$ cat src/rtl/cpu_pkg.sv
// Shared decode definitions for the issue stage: opcode values (these match
// the ALU's opcode header), instruction field positions, and per-opcode
// operand-usage helpers.
package cpu_pkg;

  localparam logic [3:0] OP_ADD = 4'd0;
  localparam logic [3:0] OP_SUB = 4'd1;
  localparam logic [3:0] OP_MUL = 4'd2;
  localparam logic [3:0] OP_DIV = 4'd3;
  localparam logic [3:0] OP_AND = 4'd4;
  localparam logic [3:0] OP_OR  = 4'd5;
  localparam logic [3:0] OP_XOR = 4'd6;
  localparam logic [3:0] OP_LW  = 4'd7;
  localparam logic [3:0] OP_SW  = 4'd8;
  localparam logic [3:0] OP_LI  = 4'd9;
  localparam logic [3:0] OP_JMP = 4'd10;
  localparam logic [3:0] OP_BEQ = 4'd11;
  localparam logic [3:0] OP_BGT = 4'd12;
  localparam logic [3:0] OP_BLT = 4'd13;

  localparam int OPC_LSB = 28;
  localparam int RD_LSB  = 24;
  localparam int RS1_LSB = 20;
  localparam int RS2_LSB = 16;
  localparam int IMM_LSB = 0;

  // Register-register ALU ops: both sources come from the register file.
  function automatic logic is_rtype(input logic [3:0] op);
    return op <= OP_XOR;
  endfunction

  function automatic logic writes_rd(input logic [3:0] op);
    return is_rtype(op) || (op == OP_LW) || (op == OP_LI);
  endfunction

  function automatic logic is_illegal(input logic [3:0] op);
    return (op == 4'd14) || (op == 4'd15);
  endfunction

  // LI is the only op that ignores rs1.
  function automatic logic uses_rs1(input logic [3:0] op);
    return op != OP_LI;
  endfunction

  function automatic logic uses_rs2(input logic [3:0] op);
    return is_rtype(op) || (op == OP_SW) || (op == OP_BEQ) ||
           (op == OP_BGT) || (op == OP_BLT);
  endfunction

endpackage

$ cat src/rtl/decode_stage_regfile.sv
// Register file for the issue stage: NREGS x DATAWIDTH, two asynchronous
// read ports, one synchronous write port, synchronous active-high reset.
// R0 always reads zero and ignores writes.
module regfile #(
  parameter int DATAWIDTH = 32,
  parameter int NREGS     = 16
) (
  input  logic                         clk,
  input  logic                         rst,
  input  logic [$clog2(NREGS)-1:0]     ra1,
  input  logic [$clog2(NREGS)-1:0]     ra2,
  output logic [DATAWIDTH-1:0]         rd1,
  output logic [DATAWIDTH-1:0]         rd2,
  input  logic                         we,
  input  logic [$clog2(NREGS)-1:0]     wa,
  input  logic [DATAWIDTH-1:0]         wd
);

  logic [DATAWIDTH-1:0] mem [NREGS];

  assign rd1 = (ra1 == '0) ? '0 : mem[ra1];
  assign rd2 = (ra2 == '0) ? '0 : mem[ra2];

  // Clear on reset, otherwise write any register but R0.
  always_ff @(posedge clk) begin
    if (rst) begin
      for (int i = 0; i < NREGS; i++) mem[i] <= '0;
    end else if (we && (wa != '0)) begin
      mem[wa] <= wd;
    end
  end

endmodule

$ cat src/rtl/decode_stage.sv
// Issue stage ahead of the ALU: decodes a 32-bit instruction, reads operands
// from the register file (with same-cycle writeback bypass), blocks RAW
// hazards with a per-register pending scoreboard, and presents a registered
// operand bundle under a valid/ready handshake.
// Optional build macro DECODE_ILLEGAL_TRAP_EN: opcodes 14/15 are swallowed
// and raise a sticky illegal_o instead of being forwarded.
module decode_stage
  import cpu_pkg::*;
#(
  parameter int DATAWIDTH = 32,
  parameter int NREGS     = 16
) (
  input  logic                 clk,
  input  logic                 rst,
  input  logic [31:0]          instr_i,
  input  logic                 instr_valid_i,
  output logic                 instr_ready_o,
  input  logic                 wb_en_i,
  input  logic [3:0]           wb_addr_i,
  input  logic [DATAWIDTH-1:0] wb_data_i,
  output logic [DATAWIDTH-1:0] a_o,
  output logic [DATAWIDTH-1:0] b_o,
  output logic [3:0]           opcode_o,
  output logic [3:0]           rd_o,
  output logic                 wr_en_o,
  output logic [DATAWIDTH-1:0] rs2_data_o,
  output logic                 valid_o,
  input  logic                 ready_i,
`ifdef DECODE_ILLEGAL_TRAP_EN
  output logic                 illegal_o,
`endif
  output logic                 stall_o
);

  function automatic logic [DATAWIDTH-1:0] sext_imm(input logic signed [15:0] v);
    logic signed [DATAWIDTH-1:0] w;
    w = v;
    return w;
  endfunction

  logic [3:0]          op, rd, rs1, rs2;
  logic signed [15:0]  imm16;

  assign op    = instr_i[OPC_LSB +: 4];
  assign rd    = instr_i[RD_LSB  +: 4];
  assign rs1   = instr_i[RS1_LSB +: 4];
  assign rs2   = instr_i[RS2_LSB +: 4];
  assign imm16 = instr_i[IMM_LSB +: 16];

  logic [DATAWIDTH-1:0] rf_rs1, rf_rs2;

  regfile #(.DATAWIDTH(DATAWIDTH), .NREGS(NREGS)) u_regfile (
    .clk (clk),
    .rst (rst),
    .ra1 (rs1),
    .ra2 (rs2),
    .rd1 (rf_rs1),
    .rd2 (rf_rs2),
    .we  (wb_en_i),
    .wa  (wb_addr_i),
    .wd  (wb_data_i)
  );

  logic [NREGS-1:0]     pending_q, pending_nxt, clr_mask, set_mask, pending_vis;
  logic [DATAWIDTH-1:0] rs1_val, rs2_val, a_dec, b_dec;
  logic                 use1, use2, hazard, accept, fwd, wr_dec, illegal_op;
  logic                 vld_p1;
  logic [DATAWIDTH-1:0] a_p1, b_p1, rs2_p1;
  logic [3:0]           op_p1, rd_p1;
  logic                 wr_p1;

  // Decode, bypass, hazard detection and scoreboard next-state.
  always_comb begin
    clr_mask    = wb_en_i ? (NREGS'(1) << wb_addr_i) : '0;
    pending_vis = pending_q & ~clr_mask;

    rs1_val = (rs1 == 4'd0) ? '0 :
              (wb_en_i && (wb_addr_i == rs1)) ? wb_data_i : rf_rs1;
    rs2_val = (rs2 == 4'd0) ? '0 :
              (wb_en_i && (wb_addr_i == rs2)) ? wb_data_i : rf_rs2;

`ifdef DECODE_ILLEGAL_TRAP_EN
    illegal_op = is_illegal(op);
`else
    illegal_op = 1'b0;
`endif
    use1 = uses_rs1(op) && !illegal_op;
    use2 = uses_rs2(op);

    hazard = (use1 && pending_vis[rs1]) || (use2 && pending_vis[rs2]);

    instr_ready_o = !hazard && (!vld_p1 || ready_i);
    stall_o       = instr_valid_i && hazard;
    accept        = instr_valid_i && instr_ready_o;
    fwd           = accept && !illegal_op;

    wr_dec = writes_rd(op);
    a_dec  = (op == OP_LI) ? '0 : rs1_val;
    b_dec  = is_rtype(op) ? rs2_val : sext_imm(imm16);

    set_mask    = (fwd && wr_dec && (rd != 4'd0)) ? (NREGS'(1) << rd) : '0;
    pending_nxt = pending_vis | set_mask;
    pending_nxt[0] = 1'b0;
  end

  // ---- stage p1: registered operand bundle toward the ALU ----
  // Load on forward; hold while stalled downstream; drop valid once drained.
  always_ff @(posedge clk) begin
    if (rst) begin
      vld_p1 <= 1'b0;
      a_p1   <= '0;
      b_p1   <= '0;
      rs2_p1 <= '0;
      op_p1  <= '0;
      rd_p1  <= '0;
      wr_p1  <= 1'b0;
    end else if (fwd) begin
      vld_p1 <= 1'b1;
      a_p1   <= a_dec;
      b_p1   <= b_dec;
      rs2_p1 <= rs2_val;
      op_p1  <= op;
      rd_p1  <= rd;
      wr_p1  <= wr_dec;
    end else if (ready_i) begin
      vld_p1 <= 1'b0;
    end
  end

  // Scoreboard: writeback clears, accepted writer sets (set wins).
  always_ff @(posedge clk) begin
    if (rst) pending_q <= '0;
    else     pending_q <= pending_nxt;
  end

`ifdef DECODE_ILLEGAL_TRAP_EN
  logic illegal_q;

  // Sticky flag for swallowed illegal opcodes.
  always_ff @(posedge clk) begin
    if (rst)                      illegal_q <= 1'b0;
    else if (accept && illegal_op) illegal_q <= 1'b1;
  end

  assign illegal_o = illegal_q;
`endif

  assign valid_o    = vld_p1;
  assign a_o        = a_p1;
  assign b_o        = b_p1;
  assign rs2_data_o = rs2_p1;
  assign opcode_o   = op_p1;
  assign rd_o       = rd_p1;
  assign wr_en_o    = wr_p1;

endmodule

$ cat config.mk
export PLATFORM = sky130hd
export DESIGN_NAME = decode_stage
export DESIGN_NICKNAME = d
export VERILOG_FILES = /design/src/rtl/cpu_pkg.sv /design/src/rtl/decode_stage_regfile.sv /design/src/rtl/decode_stage.sv
export SDC_FILE = /design/constraint.sdc
export NUM_CORES = 1
export LEC_CHECK = 0
export CORE_MARGIN = 10
export CORE_UTILIZATION = 49
export CTS_CLUSTER_SIZE = 25
export DETAILED_ROUTE_END_ITERATION = 8
export DONT_BUFFER_PORTS = 1
export GPL_TIMING_DRIVEN = 0
export PLACE_DENSITY = 0.74
export SLEW_MARGIN = 20
export SYNTH_ARGS = -nofsm -noshare
export SYNTH_HDL_FRONTEND = slang
export SYNTH_HIERARCHICAL = 1
export SYNTH_SLANG_ARGS = --single-unit
$ cat constraint.sdc
create_clock -name clk -period 4.58 [get_ports clk]
set_input_delay 0.916 -clock clk [delete_from_list [all_inputs] [get_ports clk]]
set_output_delay 0.916 -clock clk [all_outputs]
set_load 0.01 [all_outputs]
# After elaboration in Yosys (flattened, before gate mapping)
# Memory sizes are Yosys's and may differ from the RTL's.
# Cells that the tools add are included.
[classes]
n_bitwise = 3
n_eq_ne = 9
n_shift = 2
magnitude_cmp = 3
mux = 22
n_reduce_logical = 26
[ops]
columns = ["cell", "n"]
rows = [
  ["$mux 32", 7],
  ["$mux 16", 2],
  ["$reduce_or 32->1", 1],
  ["$shl 1x4->16 const A", 2],
  ["$eq 4x4->1 const B", 5],
  ["$and 16x16->16", 1],
  ["$not 16->16", 1],
  ["$or 16x16->16", 1],
  ["$logic_and 1x1->1", 10],
  ["$lt 4x5->1 const B", 2],
  ["$mux 1", 10],
  ["$bmux 1 s4", 2],
  ["$eq 4x4->1", 2],
  ["$logic_not 4->1", 2],
  ["$logic_or 1x1->1", 8],
  ["$reduce_bool 4->1", 2],
  ["$eq 4x3->1 const B", 1],
  ["$le 4x3->1 const B", 1],
  ["$mux 4", 1],
  ["$ne 4x4->1 const B", 1],
  ["$logic_not 1->1", 2],
  ["$reduce_bool 2->1", 1],
]
[totals]
regBits = 122
wordCells = 75
ramBits = 512
mem_count = 1
inputBits = 73
out_inout_bits = 108
[memory_table]
columns = ["name", "depth", "width", "rd", "rd_clocked_by_memory_dff", "write_ports", "line", "rtl"]
rows = [
  ["u_regfile.mem", 16, 32, 2, 0, 16, "decode_stage_regfile.sv:19", "logic [DATAWIDTH-1:0] mem [NREGS];"],
]

# Longest topological paths before layout
[depth]
word_depth = 15
mapped_depth = 12
ltp_nobuf = 9

# Modules after synthesis
# The synthesis kept the hierarchy.
[by_module_without_submodules]
columns = ["module", "cells_per_inst", "seq_area_each_um2", "instances", "area_each_um2"]
rows = [
  ["regfile", 1778, 14443.9, 1, 25572.0],
  ["decode_stage", 789, 2422.3, 1, 6655.1],
]

# Worst setup path before layout
# Ideal clock, no wire load.
[synth_path]
path_type = "input to output"
from = "input port wb_addr_i[2]"
to = "output port instr_ready_o"
path_slack_ps = 762
t_arrival_ps = 2902
path_buffers = 3
t_required_ps = 3664
path_stages = 10
path_cell_list = "buf_2 > or3b_1 > o21ai_1 > mux2i_1 > a2111o_1 > and4b_1 > buf_2 > buf_6 > nor2_1 > and2_1"
[synth_between]
elab_chain_cells = 10
elab_cells_between_ends = 13
cone_classes = "shift: 1; mux: 5; bitwise: 2; reduce/logical: 5"
[synth_lines]
columns = ["element", "line", "rtl"]
rows = [
  ["start, declared", "decode_stage.sv:19", "input logic [3:0] wb_addr_i,"],
  ["$shl 1x4->16 (*)", "decode_stage.sv:74", "clr_mask = wb_en_i ? (NREGS'(1) << wb_addr_i) : '0;"],
  ["$mux 16 (*)", "decode_stage.sv:74", ""],
  ["$not 16->16 (*)", "decode_stage.sv:75", "pending_vis = pending_q & ~clr_mask;"],
  ["$and 16x16->16 (*)", "decode_stage.sv:75", ""],
  ["$bmux 1 s4", "decode_stage.sv:90", "hazard = (use1 && pending_vis[rs1]) || (use2 && pending_vis[rs2]);"],
  ["$mux 1 (not written as such)", "decode_stage.sv:90", ""],
  ["$logic_and 1x1->1", "decode_stage.sv:90", ""],
  ["$logic_or 1x1->1 (*)", "decode_stage.sv:90", ""],
  ["$logic_not 1->1 (*)", "decode_stage.sv:92", "instr_ready_o = !hazard && (!vld_p1 || ready_i);"],
  ["$logic_and 1x1->1 (*)", "decode_stage.sv:92", ""],
  ["end, declared", "decode_stage.sv:17", "output logic instr_ready_o,"],
]
# Every way passes the cells marked *; elsewhere a longest branch is shown, timed or not. The select of a mux whose other input is x is not followed.

# Worst setup path in the final report
# Ends and elaborated chain as after synthesis.

==> results.toml <==
[worst_setup_path]
critPathLaunchType = "primary input"
arrival_ns = 3.24
worst-setup-path-type = "in2out"
ff2ff_path_depth = 8
rr_endpoint = "a_o[15]"
rrSetupSlack_ns = 1.55
rr_startpoint = "pending_q[11]"
crit_chain = "buf_2 -> or3b_1 -> o21ai_1 -> mux2i_1 -> a2111o_1 -> and4b_1 -> buf_2 -> buf_6 -> nor2_1 -> and2_1"
slowest_stage = "or3b_1"
crit_start = "wb_addr_i[2]"
critPathRequiredTime_ns = 3.66
critPathMaxFanout = 10
crit_top_cell = "buf_2"
cpPeakStageDelay_ns = 0.43
worstSetupEndpointType = "primary output"

[cts]
cts_setup_buffers = 0
hold_buffers = 0
cts_root_buf = "clkbuf_16"
numClockSinks = 602
cts_buffers = 68
cts_tree = "done"
cts_resized = 0
clk_path_buf_depth = 3
htreeDepth = 3
path_clk_slew_ns = 0.06
clock_latency_ns = 0.62

[logic_synthesis]
synthArstFlopShare_pct = 0
synth_area_sq_um = 32230
yosys_most_used_dff = "edfxtp_1"
synth_warnings = 6
synthCells = 2567
synth_nets = 2640
yosysSeqAreaShare_pct = 52.34
synth-edff-count = 481
synth_cell_types = 63
syn_avg_cell_area_sq_um = 12.55
ys_seq_elements = 602

[place]
place_congestion = 0.9688
dp.cells = 3423
io_buffer_count = 0
hpwl_mm = 79.51
dpl_cell_area_sq_um = 33330

[timing]
layout_min_cycle_time_ns = 4.152
finalMaxSlewViolations = 0
max_slew_margin_pct = 18.76
worst_slew_pin_slew_ns = 1.219
grt_setup_unrepaired = "no"
fin_setup_tns_ns = 0
hold_viol_final = 0
clock.fmax_ghz = 0.2409
fin_skew_ns = 0.02126
post-route-period-util_pct = 90.65
setup_viol = 0

[finish]
fillers = 5257
nets = 2711
final_common_cell = "and2_1"
fin_util_pct = 54.75
drive_above_1_share_pct = 17.16
area_delta_synth_final_pct = 10.11
final_area_sq_um = 35480
mostFrequentLayoutCells = "483 x and2_1, 481 x edfxtp_1, 212 x clkbuf_1, 159 x mux4_2, 121 x dfxtp_1"
fin_cells = 3548

[flow_run]
maxCapViolations = 0

[detailed_routing]
avgRoutedWirePerCell_um = 32.40
detail-route-antenna-nets = 0
drt_wl_total_mm = 114.9
dr.pass1.iters = 6
num_vias = 24590
first_iter_violations = 3750
drc = 0
via_per_inst = 6.931

[floorplanning]
initial_core_util_pct = 49.72
die_w_um = 276.5
chipHeight_um = 276.5
die_area_sq_um = 76430
io_pins = 181
core-area_sq_um = 64810
row_count = 93

[grt]
overflow = 0
grt_pass1_vias = 24510
met1_usage_pct = 33.42
antenna_found_initial = 3
grt_use_met2_pct = 45.09
grt_pass1_wl_mm = 164.3
busiest_layer = "met2"
use_met3_pct = 11.68
grt_max_degree = 33
grtUsageTotal_pct = 28.74

[status]
status = "finished clean"

[min_path]
hold_depth = 2
hold_path_end = "opcode_o[0]"
hp-class = "in2reg"
hold_start = "instr_i[28]"

[power_and_ir_drop]
p_leak_nw = 12.32
vdd_drop_max_v = 0.0002613
p_per_area_nw_per_um2 = 383.6
## worst max-delay path: cells and delay by family
kind / cells / cell delay [ns]
AND/OR/NAND/NOR: 4 / 1.00
AO/OA/AOI/OAI: 2 / 0.68
buffers and inverters: 3 / 0.52
multiplexers: 1 / 0.11
## logic make-up after synthesis
family	after synthesis	synth area share (%)
and+or+nand+nor	850	15.30
other	1	0.01164
DFF	602	52.34
AOI/OAI and AO/OA	490	11.46
muxes	328	16.62
xor gates and xnor gates	8	0.2174
buffers and inverters	288	4.057
## flip-flops by register name, indices dropped and copies added, names as in the netlist
name / flops
u_regfile/mem: 481
a_o: 32
b_o: 32
rs2_data_o: 32
pending_q: 15
opcode_o: 4
rd_o: 4
valid_o: 1
wr_en_o: 1
## worst max-delay path by stage
stage,endpoint,depth (start not counted)
after floorplan,instr_ready_o,10
after global placement,instr_ready_o,10
after detailed placement,instr_ready_o,10
after CTS,instr_ready_o,10
after global routing,instr_ready_o,10
final,instr_ready_o,10
## synth_stat cells, drive strengths merged, types with 3 or more instances
cell type | count | area, sq um
o22a | 29 | 254.0
o31a | 29 | 254.0
nand2 | 39 | 146.4
nand3b | 4 | 42.54
a221o | 32 | 320.3
or2 | 15 | 93.84
buf | 76 | 511.7
o22ai | 48 | 300.3
mux2 | 68 | 765.7
nor4 | 35 | 219.0
and2 | 483 | 3022
mux4 | 159 | 3581
nand2b | 9 | 56.30
o21ai | 88 | 440.4
inv | 10 | 37.54
mux2i | 101 | 1011
o31ai | 35 | 262.8
nand3 | 51 | 255.2
nor2b | 44 | 275.3
a221oi | 32 | 280.3
clkbuf | 201 | 754.5
edfxtp | 481 | 14440
a22oi | 29 | 217.7
a2111oi | 3 | 45.05
xnor2 | 5 | 43.79
xor2 | 3 | 26.28
a31o | 32 | 280.3
nor2 | 50 | 187.7
o211ai | 35 | 362.9
dfxtp | 121 | 2422
o2111ai | 9 | 85.08
nor3 | 109 | 545.5
a21o | 33 | 247.7
a21oi | 44 | 220.2
## area by class of cell
cell class | count | area (sq um) | share of cell area [%]
Buffer | 277 | 1266 | 3.568
Clock inverter | 28 | 201.4 | 0.5677
Tap cell | 855 | 1070 | 3.015
Inverter | 11 | 41.29 | 0.1164
Sequential cell | 602 | 16870 | 47.53
Clock buffer | 90 | 1929 | 5.437
Timing Repair Buffer | 1 | 7.507 | 0.02116
Multi-Input combinational cell | 1677 | 14080 | 39.69
Antenna cell | 7 | 17.52 | 0.04937
## per-stage QoR
stage                     setup WS [ns]  power (mW)  hold WS (ns)
after floorplan                  0.7616       7.701        0.4726
after global placement           0.4545       8.288        0.5166
after detailed placement         0.4292       8.351        0.5135
after CTS                        0.4326       13.57        0.4221
after global routing             0.2967       13.96        0.4586
final                            0.4281       13.61        0.4416
## where the power goes
group	internal (mW)	switching [mW]
clock network	3.07	2.22
registers	6.24	0.255
logic	0.697	1.13
total	10.0	3.60
## metal layers
layer  wire length [um]  vias up
li1                   -     9990
met2              52240     2158
met3              18180      409
met1              38750    12030
met4               5694        2
met5                 92        -
Power figures use the tool's default switching activity.
